===== src/rtl/sys_reset_ctrl.sv =====
// System reset controller: synchronises and stretches power-on reset, merges maskable
// CPU reset requests with a LOCKUP-timeout auto-reset, and keeps sticky debug counters.
module sys_reset_ctrl #(
    parameter int SYNC_STAGES    = 2,
    parameter int NUM_REQ        = 2,
    parameter int STRETCH_CYCLES = 16,
    parameter int LOCKUP_TIMEOUT = 32,
    parameter int CNT_W          = 16
) (
    input  logic               HCLK,
    input  logic               HRESETn,
    input  logic [NUM_REQ-1:0] SYSRESETREQ_in,
    input  logic [NUM_REQ-1:0] rst_req_mask,
    input  logic               LOCKUP_in,
    input  logic               lockup_rst_en,
    input  logic               TXEV_in,
    input  logic               rst_cause_clr,
    output logic               sys_rst_n_out,
    output logic [NUM_REQ+1:0] rst_cause_out,
    output logic [7:0]         reset_count_out,
    output logic [CNT_W-1:0]   txev_count_out,
    output logic [1:0]         state_out
);

    localparam int SCW = (STRETCH_CYCLES > 1) ? $clog2(STRETCH_CYCLES) : 1;
    localparam int LKW = (LOCKUP_TIMEOUT > 1) ? $clog2(LOCKUP_TIMEOUT) : 1;
    localparam int CW  = NUM_REQ + 2;
    localparam logic [SCW-1:0] STRETCH_LAST = SCW'(STRETCH_CYCLES - 1);
    localparam logic [LKW-1:0] LOCKUP_LAST  = LKW'((LOCKUP_TIMEOUT > 0) ? LOCKUP_TIMEOUT - 1 : 0);

    typedef enum logic [1:0] {
        ST_RST      = 2'd0,
        ST_STRETCH  = 2'd1,
        ST_WAIT_REL = 2'd2,
        ST_RUN      = 2'd3
    } state_t;

    state_t               state_q, state_d;
    logic [SYNC_STAGES-1:0] sync_q, sync_d;
    logic [SCW-1:0]       cnt_q, cnt_d;
    logic [LKW-1:0]       lock_cnt_q, lock_cnt_d;
    logic                 sys_rst_n_q, sys_rst_n_d;
    logic [CW-1:0]        cause_q, cause_d;
    logic [7:0]           rcnt_q, rcnt_d;
    logic [CNT_W-1:0]     txev_q, txev_d;

    logic [NUM_REQ-1:0]   act_vec;
    logic                 act_req;
    logic                 in_run;
    logic                 lk_qual;
    logic                 lk_fire;
    logic                 trig;
    logic                 enter_stretch;

    always_comb begin
        act_vec = SYSRESETREQ_in & ~rst_req_mask;
        act_req = |act_vec;
        in_run  = (state_q == ST_RUN);
        lk_qual = in_run && (LOCKUP_TIMEOUT != 0) && LOCKUP_in && lockup_rst_en;
        lk_fire = lk_qual && (lock_cnt_q == LOCKUP_LAST);
        trig    = in_run && (act_req || lk_fire);

        state_d     = state_q;
        cnt_d       = cnt_q;
        sys_rst_n_d = sys_rst_n_q;
        sync_d      = {sync_q[SYNC_STAGES-2:0], 1'b1};

        case (state_q)
            ST_RST: begin
                sys_rst_n_d = 1'b0;
                if (sync_q[SYNC_STAGES-1]) begin
                    state_d = ST_STRETCH;
                    cnt_d   = STRETCH_LAST;
                end
            end
            ST_STRETCH: begin
                if (cnt_q == '0) begin
                    if (act_req) begin
                        state_d = ST_WAIT_REL;
                    end else begin
                        state_d     = ST_RUN;
                        sys_rst_n_d = 1'b1;
                    end
                end else begin
                    cnt_d = cnt_q - SCW'(1);
                end
            end
            ST_WAIT_REL: begin
                if (!act_req) begin
                    state_d     = ST_RUN;
                    sys_rst_n_d = 1'b1;
                end
            end
            ST_RUN: begin
                if (trig) begin
                    state_d     = ST_STRETCH;
                    cnt_d       = STRETCH_LAST;
                    sys_rst_n_d = 1'b0;
                end
            end
        endcase

        enter_stretch = (state_d == ST_STRETCH) && (state_q != ST_STRETCH);

        // The lockup run length only accumulates while running; any exit zeroes it.
        lock_cnt_d = (lk_qual && !trig) ? lock_cnt_q + LKW'(1) : '0;

        // New cause bits are ORed after the clear so a coincident trigger survives it.
        cause_d = (rst_cause_clr ? '0 : cause_q) | (trig ? {lk_fire, act_vec, 1'b0} : '0);

        rcnt_d = (trig && rcnt_q != 8'hFF) ? rcnt_q + 8'd1 : rcnt_q;

        if (enter_stretch)
            txev_d = '0;
        else if (in_run && TXEV_in && txev_q != '1)
            txev_d = txev_q + CNT_W'(1);
        else
            txev_d = txev_q;
    end

    always_ff @(posedge HCLK or negedge HRESETn) begin
        if (!HRESETn) begin
            state_q     <= ST_RST;
            sync_q      <= '0;
            cnt_q       <= '0;
            lock_cnt_q  <= '0;
            sys_rst_n_q <= 1'b0;
            cause_q     <= CW'(1);
            rcnt_q      <= '0;
            txev_q      <= '0;
        end else begin
            state_q     <= state_d;
            sync_q      <= sync_d;
            cnt_q       <= cnt_d;
            lock_cnt_q  <= lock_cnt_d;
            sys_rst_n_q <= sys_rst_n_d;
            cause_q     <= cause_d;
            rcnt_q      <= rcnt_d;
            txev_q      <= txev_d;
        end
    end

    assign sys_rst_n_out   = sys_rst_n_q;
    assign rst_cause_out   = cause_q;
    assign reset_count_out = rcnt_q;
    assign txev_count_out  = txev_q;
    assign state_out       = state_q;

endmodule


===== config.mk =====
export PLATFORM = sky130hd
export DESIGN_NAME = sys_reset_ctrl
export DESIGN_NICKNAME = d
export VERILOG_FILES = /design/src/rtl/sys_reset_ctrl.sv
export SDC_FILE = /design/constraint.sdc
export NUM_CORES = 1
export LEC_CHECK = 0
export ABC_AREA = 1
export CAP_MARGIN = 20
export CORE_MARGIN = 3
export CORE_UTILIZATION = 30
export CTS_CLUSTER_DIAMETER = 100
export DETAILED_ROUTE_END_ITERATION = 7
export SLEW_MARGIN = 20
export SYNTH_ARGS = -nofsm -noshare
export SYNTH_HDL_FRONTEND = slang
export SYNTH_SLANG_ARGS = --single-unit

===== constraint.sdc =====
create_clock -name HCLK -period 2.15 [get_ports HCLK]
set_clock_uncertainty 0.05 [all_clocks]
set_input_delay 0.43 -clock HCLK [delete_from_list [all_inputs] [get_ports HCLK]]
set_output_delay 0.43 -clock HCLK [all_outputs]
set_load 0.03 [all_outputs]

==> impl_metrics.yaml, run 1 <==
status:
  status: "finished, final reports clean"
synthesis:
  avgSynthCellArea_um2: 7.732
  yosys_warnings: 0
  synthCells: 312
  ys_ff_latch: 42
  ys_async_sr_fraction_pct: 100.0
  synth-main-ff-cell: "dfrtp_1"
  synth_nets: 331
  yosysSeqAreaShare_pct: 43.62
  ys_types: 33
  netlist_area_mm2: 0.002412
  synth_edf_count: 0
final_layout:
  layout-drive-gt1-share_pct: 10.34
  final_cell_mix: "nand2_1, dfrtp_1, nor2_1, clkdlybuf4s50_1, inv_1"
  design_area_mm2: 0.003034
  syn2layout_area_growth_pct: 25.78
  layout_commonest_cell: "nand2_1"
  diodes: 0
  finish.net_count: 376
drt:
  drtPass1Iterations: 5
  vias_per_cell: 4.426
  first_iter_violations: 77
  drcViolationCount: 0
  final_antenna_net_count: 0
  wl_per_cell_um: 10.77
  via_count: 2036
  drt-total-wl_um: 4952
critical_path:
  crit_cells: 1
  r2r_end: "cnt_q[2]"
  critPathBufInv: 1
  slowest_delay_ps: 730
  cp_top_family: "buffers and inverters"
  path_class: "flop to primary output"
  reg2reg_from: "lock_cnt_q[0]"
  crit_fanout: 7
  crit_path_start_kind: "flop"
  required_ps: 1670
  reg2reg_depth: 13
  cp_slowest_cell: "clkdlybuf4s50_1"
  r2r_slack_ps: 270
  worst_ep_arrival_time_ps: 1520
  crit_path_end_kind: "primary output"
  path_cells: "clkdlybuf4s50_1"
timing:
  fmax_mhz: 499.8
  hold_viol_final: 0
  finalSetupTns_ps: 0
  max_slew_margin_pct: 63.67
  fin_crit_ps: 2001
  tightestPinTransition_ps: 544.9
  rsz0062_at_grt: "no"
  finalSetupViolCount: 0
  fin_crit_sh_pct: 93.05
  final_max_slew_viol_count: 0
clocking:
  tritoncts: "built"
  htreeDepth: 2
  cts_buffers: 5
  path_clk_slew_ps: 80
  clock-root-buffer: "clkbuf_8"
  cts_sinks: 42
  cts_setup_buffers: 0
  cts_hold_buf: 0
  clock_tree.buffer_depth: 2
  post_cts_resized: 0
  clk_latency_ps: 290
global_routing:
  grt_pass1_wl_um: 8459
  overflow: 0
  grt_max_degree: 43
  antenna_found_initial: 0
  grt_pass1_vias: 1921
  track_usage_pct: 11.66
power_and_ir_drop:
  p_leak_nw: 1.420
  peakVddDrop_uv: 524.1
  p_per_area_mw_per_mm2: 940.8
  total_power_mw: 2.855
placement:
  globalplace.congestion: 0.8240
  dpl.hpwl_um: 3585
  port_buffers: 40
  post_dp_cell_area_mm2: 0.002939
hold_path:
  hold_path.class: "primary input to asynchronous set/reset pin"
floorplanning:
  die-area_mm2: 0.009153
  die_y_um: 95.67
  die_w_um: 95.67
  coreArea_mm2: 0.007767
  io_pins: 41
  start_util_pct: 31.06
  rows: 32
job:
  max-cap-violations: 0
==> metal layers <==
metal	vias up	GRT usage [%]	part of all wire (%)
li1	1060	-	-
met1	939	14.49	47
met2	30	19.40	48
met3	7	3.157	4.0
met4	0	4.028	1.5
met5	-	0	0
==> final cells by class <==
type	instances	area, um2
Tap cell	102	127.6
Timing Repair Buffer	44	450.4
Multi-Input combinational cell	221	1151
Inverter	43	161.4
Sequential cell	42	1052
Fill cell	826	4733
Clock buffer	7	86.33
Clock inverter	1	5.005
==> cells by family after synthesis <==
logic type,Yosys count,share of synthesized area (%)
xor gates and xnor gates,9,3.267
buffers and inverters,49,8.818
and+or+nand+nor,183,34.13
other,1,0.1555
DFF,42,43.62
adders and majority gates,9,4.668
AOI/OAI and AO/OA,19,5.342
==> state kept, by name, summed over array words and instances (netlist names) <==
name             count
lock_cnt_q           5
sync_q               2
txev_count_out      16
rst_cause_out        4
sys_rst_n_out        1
reset_count_out      8
state_out            2
cnt_q                4
==> report_power, final <==
group | internal [mW] | switching, mW | total, mW
clock | 0.259 | 0.271 | 0.530
combinational | 0.507 | 0.785 | 1.29
sequential | 0.911 | 0.121 | 1.03
total | 1.68 | 1.18 | 2.85
==> synthesized netlist by cell type (4+ instances only) <==
cell     number  area (um2)
nand2_2       5       31.28
nor2_4        5       56.30
xor2_1        5       43.79
nand4_1       6       37.54
inv_1        38       142.6
nand2_1      87       326.6
inv_2         5       18.77
xnor2_1       4       35.03
nand3_1      29       145.1
nor2_2        4       25.02
ha_1          9       112.6
a21o_1        6       45.04
dfrtp_1      41        1026
nor2_1       40       150.1
==> worst max path at each step <==
stage	from	end	slack, ps
CTS	state_out[1]	state_out[1]	140
global route	lock_cnt_q[0]	cnt_q[0]	40
floorplan	state_out[1]	txev_count_out[6]	240
detailed placement	rst_req_mask[0]	cnt_q[3]	100
global placement	rst_req_mask[1]	cnt_q[3]	140
finish	state_out[1]	state_out[1]	150
==> through the flow <==
stage / hold WS (ps) / std cells / setup WS (ps) / utilization, %
after floorplan: 84.41 / 312 / 237.6 / -
after global placement: 281.9 / 452 / 143.9 / 37.84
after detailed placement: 289.5 / 452 / 103.7 / 37.84
after CTS: 175.9 / 460 / 140.6 / 39.01
after global routing: 196.7 / 460 / 38.99 / 39.06
final: 156.7 / 460 / 149.4 / 39.06
No activity file was read; power rests on OpenSTA's default activity.
==> run 2: changes to the inputs <==
--- a/config.mk
+++ b/config.mk
@@ -12,4 +12,5 @@
 export CTS_CLUSTER_DIAMETER = 100
 export DETAILED_ROUTE_END_ITERATION = 7
+export SKIP_CTS_REPAIR_TIMING = 1
 export SLEW_MARGIN = 20
 export SYNTH_ARGS = -nofsm -noshare
==> constraint.sdc (replaced) <==
create_clock -name HCLK -period 2.15 [get_ports HCLK]
set_clock_uncertainty 0.05 [all_clocks]
set_input_delay 0.3225 -clock HCLK [delete_from_list [all_inputs] [get_ports HCLK]]
set_output_delay 0.3225 -clock HCLK [all_outputs]
set_load 0.03 [all_outputs]
==> impl_metrics.yaml, run 2 (synthesis results as in run 1) <==
status:
  status: "finished, final reports clean"
final_layout:
  syn2layout_area_growth_pct: 28.73
  largest_reg_flops: 16
  layout_commonest_cell: "nand2_1"
  design_area_mm2: 0.003105
  final_cell_mix: "nand2_1, dfrtp_1, nor2_1, clkdlybuf4s50_1, inv_1"
  finish.net_count: 380
  layout-drive-gt1-share_pct: 11.88
  diodes: 0
clocking:
  cts_buffers: 5
  path_clk_slew_ps: 80
  cts_sinks: 42
  tritoncts: "built"
  htreeDepth: 2
  clock-root-buffer: "clkbuf_8"
  clock_tree.buffer_depth: 2
  clk_latency_ps: 290
hold_path:
  hold-path-cell-count: 0
  hold_path.class: "flop to flop"
global_routing:
  antenna_found_initial: 0
  overflow: 0
  grt_pass1_wl_um: 8362
  grt_max_degree: 31
  track_usage_pct: 11.62
  met2_usage_pct: 19.17
  grt_use_met1_pct: 14.57
  met3_usage_pct: 2.999
  grt_pass1_vias: 1837
  grt_busiest_layer: "met2"
power_and_ir_drop:
  p_per_area_mw_per_mm2: 959.3
  p_leak_nw: 1.449
  comb_power_share_pct: 43.9
  clkPwrFrac_pct: 21.7
  p_int_mw: 1.810
  peakVddDrop_uv: 531.5
  p_sw_mw: 1.169
  sw_frac_of_total_pct: 39.24
  power_frac_seq_pct: 34.4
floorplanning:
  die_w_um: 95.67
  die-area_mm2: 0.009153
  die_y_um: 95.67
  rows: 32
  io_pins: 41
  start_util_pct: 31.06
  coreArea_mm2: 0.007767
drt:
  drcViolationCount: 0
  drt-total-wl_um: 4859
  wl_per_cell_um: 10.47
  vias_per_cell: 4.360
  via_count: 2023
  drtPass1Iterations: 5
  final_antenna_net_count: 0
  first_iter_violations: 60
critical_path:
  crit_fanout: 16
  crit_path_end_kind: "flop"
  required_ps: 2330
  worst_ep_arrival_time_ps: 2060
  path_class: "flop to flop"
  crit_path_start_kind: "flop"
  reg2reg_depth: 8
timing:
  fin_crit_sh_pct: 87.42
  hold_viol_final: 0
  final_max_slew_viol_count: 0
  max_slew_margin_pct: 64.18
  tightestPinTransition_ps: 537.2
  fin_crit_ps: 1880
  rsz0062_at_grt: "no"
  hold_slack_ps: 302.4
  fmax_mhz: 532.0
  finalSetupTns_ps: 0
  finalSetupViolCount: 0
placement:
  port_buffers: 40
  post_dp_cell_area_mm2: 0.002947
  dpl.hpwl_um: 3646
  globalplace.congestion: 0.8146
job:
  max-cap-violations: 0
==> run 2: per-layer routing <==
| metal | up-vias | wire [um] |
|---|---|---|
| met5 | - | 0 |
| met4 | 0 | 68 |
| met3 | 7 | 226 |
| met2 | 32 | 2239 |
| met1 | 913 | 2325 |
| li1 | 1071 | - |
==> run 2: path summary, 6_finish.rpt <==
kind,start,to,slack (ps)
max in group asynchronous,HRESETn,rst_cause_out[0],930
worst max-delay path,state_out[1],txev_count_out[13],270
worst min-delay path,sync_q[0],sync_q[1],300
worst max register to register,state_out[1],txev_count_out[13],270
worst min register to register,sync_q[0],sync_q[1],300
min in group asynchronous,HRESETn,txev_count_out[7],490
==> run 2: cell type report <==
class	count	area, um2
sequential	42	1052
multi-input combinational	221	1165
inverter	43	161.4
clock inverter	1	30.03
timing repair buffer	48	483.0
fill	806	4662
clock buffer	7	86.33
tap	102	127.6
==> run 2: power by group through the flow <==
stage / combinational [mW] / sequential (mW) / clock [mW]
floorplan: 0.767 / 1.16 / 0
global placement: 1.27 / 1.04 / 0
detailed placement: 1.28 / 1.04 / 0
CTS: 1.29 / 1.03 / 0.679
global route: 1.47 / 1.05 / 0.713
finish: 1.31 / 1.03 / 0.646
==> run 2: stage by stage <==
step,setup WS (ps),util (%),std cells,power [mW]
finish,270.4,39.98,464,2.979
global route,44.44,39.98,464,3.233
CTS,230.5,39.43,461,2.994
detailed placement,188.5,37.93,453,2.328
global placement,260.0,37.93,453,2.318
floorplan,237.6,-,312,1.922
==> run 2: worst max-delay path: stages (launching register included) <==
cell and delay [ps]:
dfrtp_1 470, ha_1 270, buf_4 160, nor2_1 240
inv_2 90, o211ai_2 240, nor2_4 50, buf_12 150
nor2_1 90
==> run 3: changes to the inputs <==
TNS_END_PERCENT = 10   (was not set)
==> impl_metrics.yaml, run 3 (synthesis results as in run 1) <==
floorplanning:
  start_util_pct: 31.06
  die_y_um: 95.67
  rows: 32
  coreArea_mm2: 0.007767
  io_pins: 41
  die_w_um: 95.67
  die-area_mm2: 0.009153
global_routing:
  antenna_found_initial: 0
  met2_usage_pct: 19.17
  grt_busiest_layer: "met2"
  track_usage_pct: 11.62
  grt_max_degree: 31
  grt_pass1_vias: 1837
  met3_usage_pct: 2.999
  grt_use_met1_pct: 14.57
  grt_pass1_wl_um: 8362
  overflow: 0
timing:
  fin_crit_sh_pct: 87.77
  finalSetupViolCount: 0
  hold_viol_final: 0
  tightestPinTransition_ps: 542.1
  hold_slack_ps: 302.4
  max_slew_margin_pct: 63.86
  rsz0062_at_grt: "yes"
  final_max_slew_viol_count: 0
  fin_crit_ps: 1887
  fmax_mhz: 529.9
  finalSetupTns_ps: 0
clocking:
  clock-root-buffer: "clkbuf_8"
  path_clk_slew_ps: 80
  clock_tree.buffer_depth: 2
  cts_sinks: 42
  cts_buffers: 5
  clk_latency_ps: 290
  htreeDepth: 2
  tritoncts: "built"
drt:
  drtPass1Iterations: 5
  via_count: 2001
  final_antenna_net_count: 0
  wl_per_cell_um: 10.56
  first_iter_violations: 52
  drcViolationCount: 0
  vias_per_cell: 4.331
  drt-total-wl_um: 4878
hold_path:
  hold-path-cell-count: 0
  hp-start: "sync_q[0]"
  hold_path.class: "flop to flop"
  min_delay_worst_endpoint: "sync_q[1]"
critical_path:
  path_class: "flop to flop"
  r2r_end: "txev_count_out[13]"
  crit_path_start_kind: "flop"
  crit_fanout: 16
  reg2reg_from: "state_out[1]"
  required_ps: 2330
  r2r_slack_ps: 260
  worst_ep_arrival_time_ps: 2060
  reg2reg_depth: 8
  crit_path_end_kind: "flop"
job:
  max-cap-violations: 0
power_and_ir_drop:
  peakVddDrop_uv: 531.2
  p_per_area_mw_per_mm2: 967.4
  total_power_mw: 2.980
  p_leak_nw: 1.440
final_layout:
  finish.net_count: 378
  final_cell_mix: "nand2_1, dfrtp_1, nor2_1, clkdlybuf4s50_1, inv_1"
  layout-drive-gt1-share_pct: 10.83
  syn2layout_area_growth_pct: 27.70
  fin_util_pct: 39.66
  diodes: 0
  layout_commonest_cell: "nand2_1"
  largest_reg_flops: 16
  final_cell_count_no_fill: 462
  fillers: 808
status:
  status: "finished, final reports clean"
placement:
  port_buffers: 40
  placed_cells: 453
  globalplace.congestion: 0.8146
  dpl.hpwl_um: 3646
[run 3: per-layer routing]
metal | share of wire, % | wire [um] | vias up
met1 | 48 | 2353 | 904
li1 | - | - | 1061
met4 | 1.4 | 68 | 0
met5 | 0 | 0 | -
met3 | 4.4 | 215 | 7
met2 | 46 | 2240 | 29
[run 3: how the worst max path moves through the flow]
stage | endpoint | slack (ps) | cells after the start | from
2_1_floorplan | txev_count_out[6] | 240 | 12 | state_out[1]
3_5_place_dp | cnt_q[3] | 190 | 11 | rst_req_mask[0]
5_1_grt | reset_count_out[4] | -10 | 11 | lock_cnt_q[0]
4_1_cts | cnt_q[3] | 230 | 12 | lock_cnt_q[0]
3_3_place_gp | cnt_q[3] | 260 | 11 | rst_req_mask[1]
6_report | txev_count_out[13] | 260 | 8 | state_out[1]
[run 3: final cells by class]
class | count | area [um2] | area share, %
Clock buffer | 7 | 86.33 | 2.803
Clock inverter | 1 | 30.03 | 0.9748
Inverter | 43 | 161.4 | 5.240
Multi-Input combinational cell | 221 | 1155 | 37.49
Sequential cell | 42 | 1052 | 34.16
Tap cell | 102 | 127.6 | 4.143
Timing Repair Buffer | 46 | 467.9 | 15.19
[run 3: where the power goes]
part / total, mW / internal, mW / switching, mW
clock: 0.655 / 0.379 / 0.276
combinational: 1.30 / 0.515 / 0.785
sequential: 1.03 / 0.911 / 0.115
[run 3: worst max-delay path, cell delays in order, from the launching register on]
cell and delay (ps):
dfrtp_1 470, ha_1 270, buf_4 160, nor2_1 240
inv_2 90, o211ai_2 240, nor2_4 50, buf_12 150
nor2_1 90
[run 3: through the flow]
| step | setup WS, ps | cell area [um2] |
|---|---|---|
| after floorplan | 237.6 | 2412 |
| after global placement | 260.0 | 2947 |
| after detailed placement | 188.5 | 2947 |
| after CTS | 230.5 | 3063 |
| after global routing | -14.99 | 3080 |
| final | 262.9 | 3080 |
==> variant, RTL diff (config.mk and constraints of run 1) <==
The parameter `SYNC_STAGES` goes from 2 to 4.
--- a/src/rtl/sys_reset_ctrl.sv
+++ b/src/rtl/sys_reset_ctrl.sv
@@ -3,3 +3,3 @@
 module sys_reset_ctrl #(
-    parameter int SYNC_STAGES    = 2,
+    parameter int SYNC_STAGES    = 4,
     parameter int NUM_REQ        = 2,
Check against the original RTL: not equivalent (Yosys sat finds a counterexample within 4 cycles, from zero or initial values and one cycle with HRESETn low).
==> variant against run 1 <==
Sequential cell count up 2; area after synthesis up 2.5%; register-to-register slack got worse by 0.04 ns; worst hold slack improved by 0.15 ns; routed wire length is 4.3% higher; fmax decreased by 0.25%; via count is 2.5% higher; cell area increased by 3.3%; worst setup slack lost 0.0050 ns; total power shrank 3.2%; largest cell class unchanged; largest power group unchanged; highest routed layer unchanged.
==> variant: results (changes against run 1) <==
[global_routing]
grt_pass1_vias = 2038  ; was 1921
grt_util_met1 = 0.150  ; was 0.145
grt_max_degree = 18  ; was 43
grtUsageTotal = 0.117  ; about the same
use_met3 = 0.0281  ; was 0.0316
grt_pass1_wl_um = 9150  ; was 8460 um

[placed_design]
port-buffer-count = 40  ; unchanged
dpl_cell_area_mm2 = 0.00305  ; was 0.00294 mm^2
gp_congestion = 0.885  ; was 0.824
hpwl_um = 4060  ; was 3580 um

[setup_path]
slowest_delay_ns = 0.66  ; was 0.73 ns
critPathMaxFanout = 4  ; was 7
r2r_slack_ns = 0.23  ; was 0.27 ns

[routing]
wl_met2_um = 2500  ; was 2370 um
dr.pass1.iters = 4  ; was 5
vias = 2086  ; was 2036
wl_met1_um = 2380  ; was 2320 um
dr.first_iter.drc_count = 60  ; was 77
drt-total-wl_um = 5160  ; was 4950 um

[hold_path]
hold_class = reg2reg  ; was in2async

[outcome]
status = complete, no violations  ; unchanged

[clock_network]
ctsHoldBuffers = 1  ; was 0
cts_buffers = 5  ; unchanged

[synth]
syn_nets = 332  ; was 331
yosys-top-cells-count = nand2_1 (76), inv_1 (52), dfrtp_1 (43), nor2_1 (40), nand3_1 (26)  ; was nand2_1 (87), dfrtp_1 (41), nor2_1 (40), inv_1 (38), nand3_1 (29)
ys_seq_area_frac = 0.446  ; was 0.436
ys_types = 28  ; was 33
yosys-top-cells-area = dfrtp_1 (44%), nand2_1 (12%), inv_1 (7.9%)  ; was dfrtp_1 (43%), nand2_1 (14%), nor2_1 (6.2%)

[timing]
whs_ns = 0.306  ; was 0.157 ns
fmaxAchievable_ghz = 0.499  ; was 0.500 GHz

[pwr]
ir_worst_vdd_mv = 0.492  ; was 0.524 mV
cellLeakagePower_nw = 1.41  ; was 1.42 nW

[cells_and_area]
nets = 385  ; was 376
seq_area_mm2 = 0.00110  ; was 0.00105 mm^2
nFillCells = 828  ; was 826
layout-drive-gt1-share = 0.107  ; was 0.103

## variant: cell types whose count changed after synthesis, sizes merged, moves of 2 or more
cell	delta
nand2	-11
inv	+9
o21ai	+8
a21o	-6
buf	-3
nor2	+3
a21oi	-2
dfrtp	+2
nand3	-2
nand4	+2
nor3	+2
o21bai	+2
## variant: critical path, delay by kind of cell, from the launching register on
family | cells | cell delay, ns
buffers and inverters | 2 | 0.82
flip-flops | 1 | 0.41
## variant: final timing paths
| path | from | endpoint | cells past startpoint |
|---|---|---|---|
| hold / removal | sync_q[2] | sync_q[3] | 0 |
| setup reg to reg | lock_cnt_q[0] | cnt_q[0] | 12 |
| max in group asynchronous | HRESETn | txev_count_out[1] | 3 |
| min in group asynchronous | HRESETn | reset_count_out[1] | 2 |
| setup / recovery | state_out[1] | state_out[1] | 2 |
| hold reg to reg | sync_q[2] | sync_q[3] | 0 |
## variant: where the power goes
group          switching [mW]  leakage, nW  internal [mW]
Sequential             0.0975        0.581          0.946
Combinational           0.742        0.791          0.482
Clock                   0.273       0.0410          0.221
Total                    1.11         1.41           1.65
## variant: logic make-up after synthesis
logic type | Yosys count | synth area share
simple gates | 175 | 0.330
fa+ha+maj | 9 | 0.0455
buf+inv | 55 | 0.0926
flops | 44 | 0.446
xor+xnor | 11 | 0.0390
other cells | 1 | 0.00152
compound gates | 18 | 0.0450
## variant: cell type report
cell class / instances / share of cell area
clock buffer: 6 / 0.0232
clock inverter: 1 / 0.00160
inverter: 52 / 0.0623
multi-input combinational: 214 / 0.364
sequential: 44 / 0.352
tap: 102 / 0.0407
timing repair buffer: 49 / 0.156
## variant: per-stage QoR
stage          instances  power, mW
2_1_floorplan        313       1.85
3_3_place_gp         460       2.28
3_5_place_dp         460       2.30
4_1_cts              468       2.81
5_1_grt              468       2.99
6_report             468       2.76
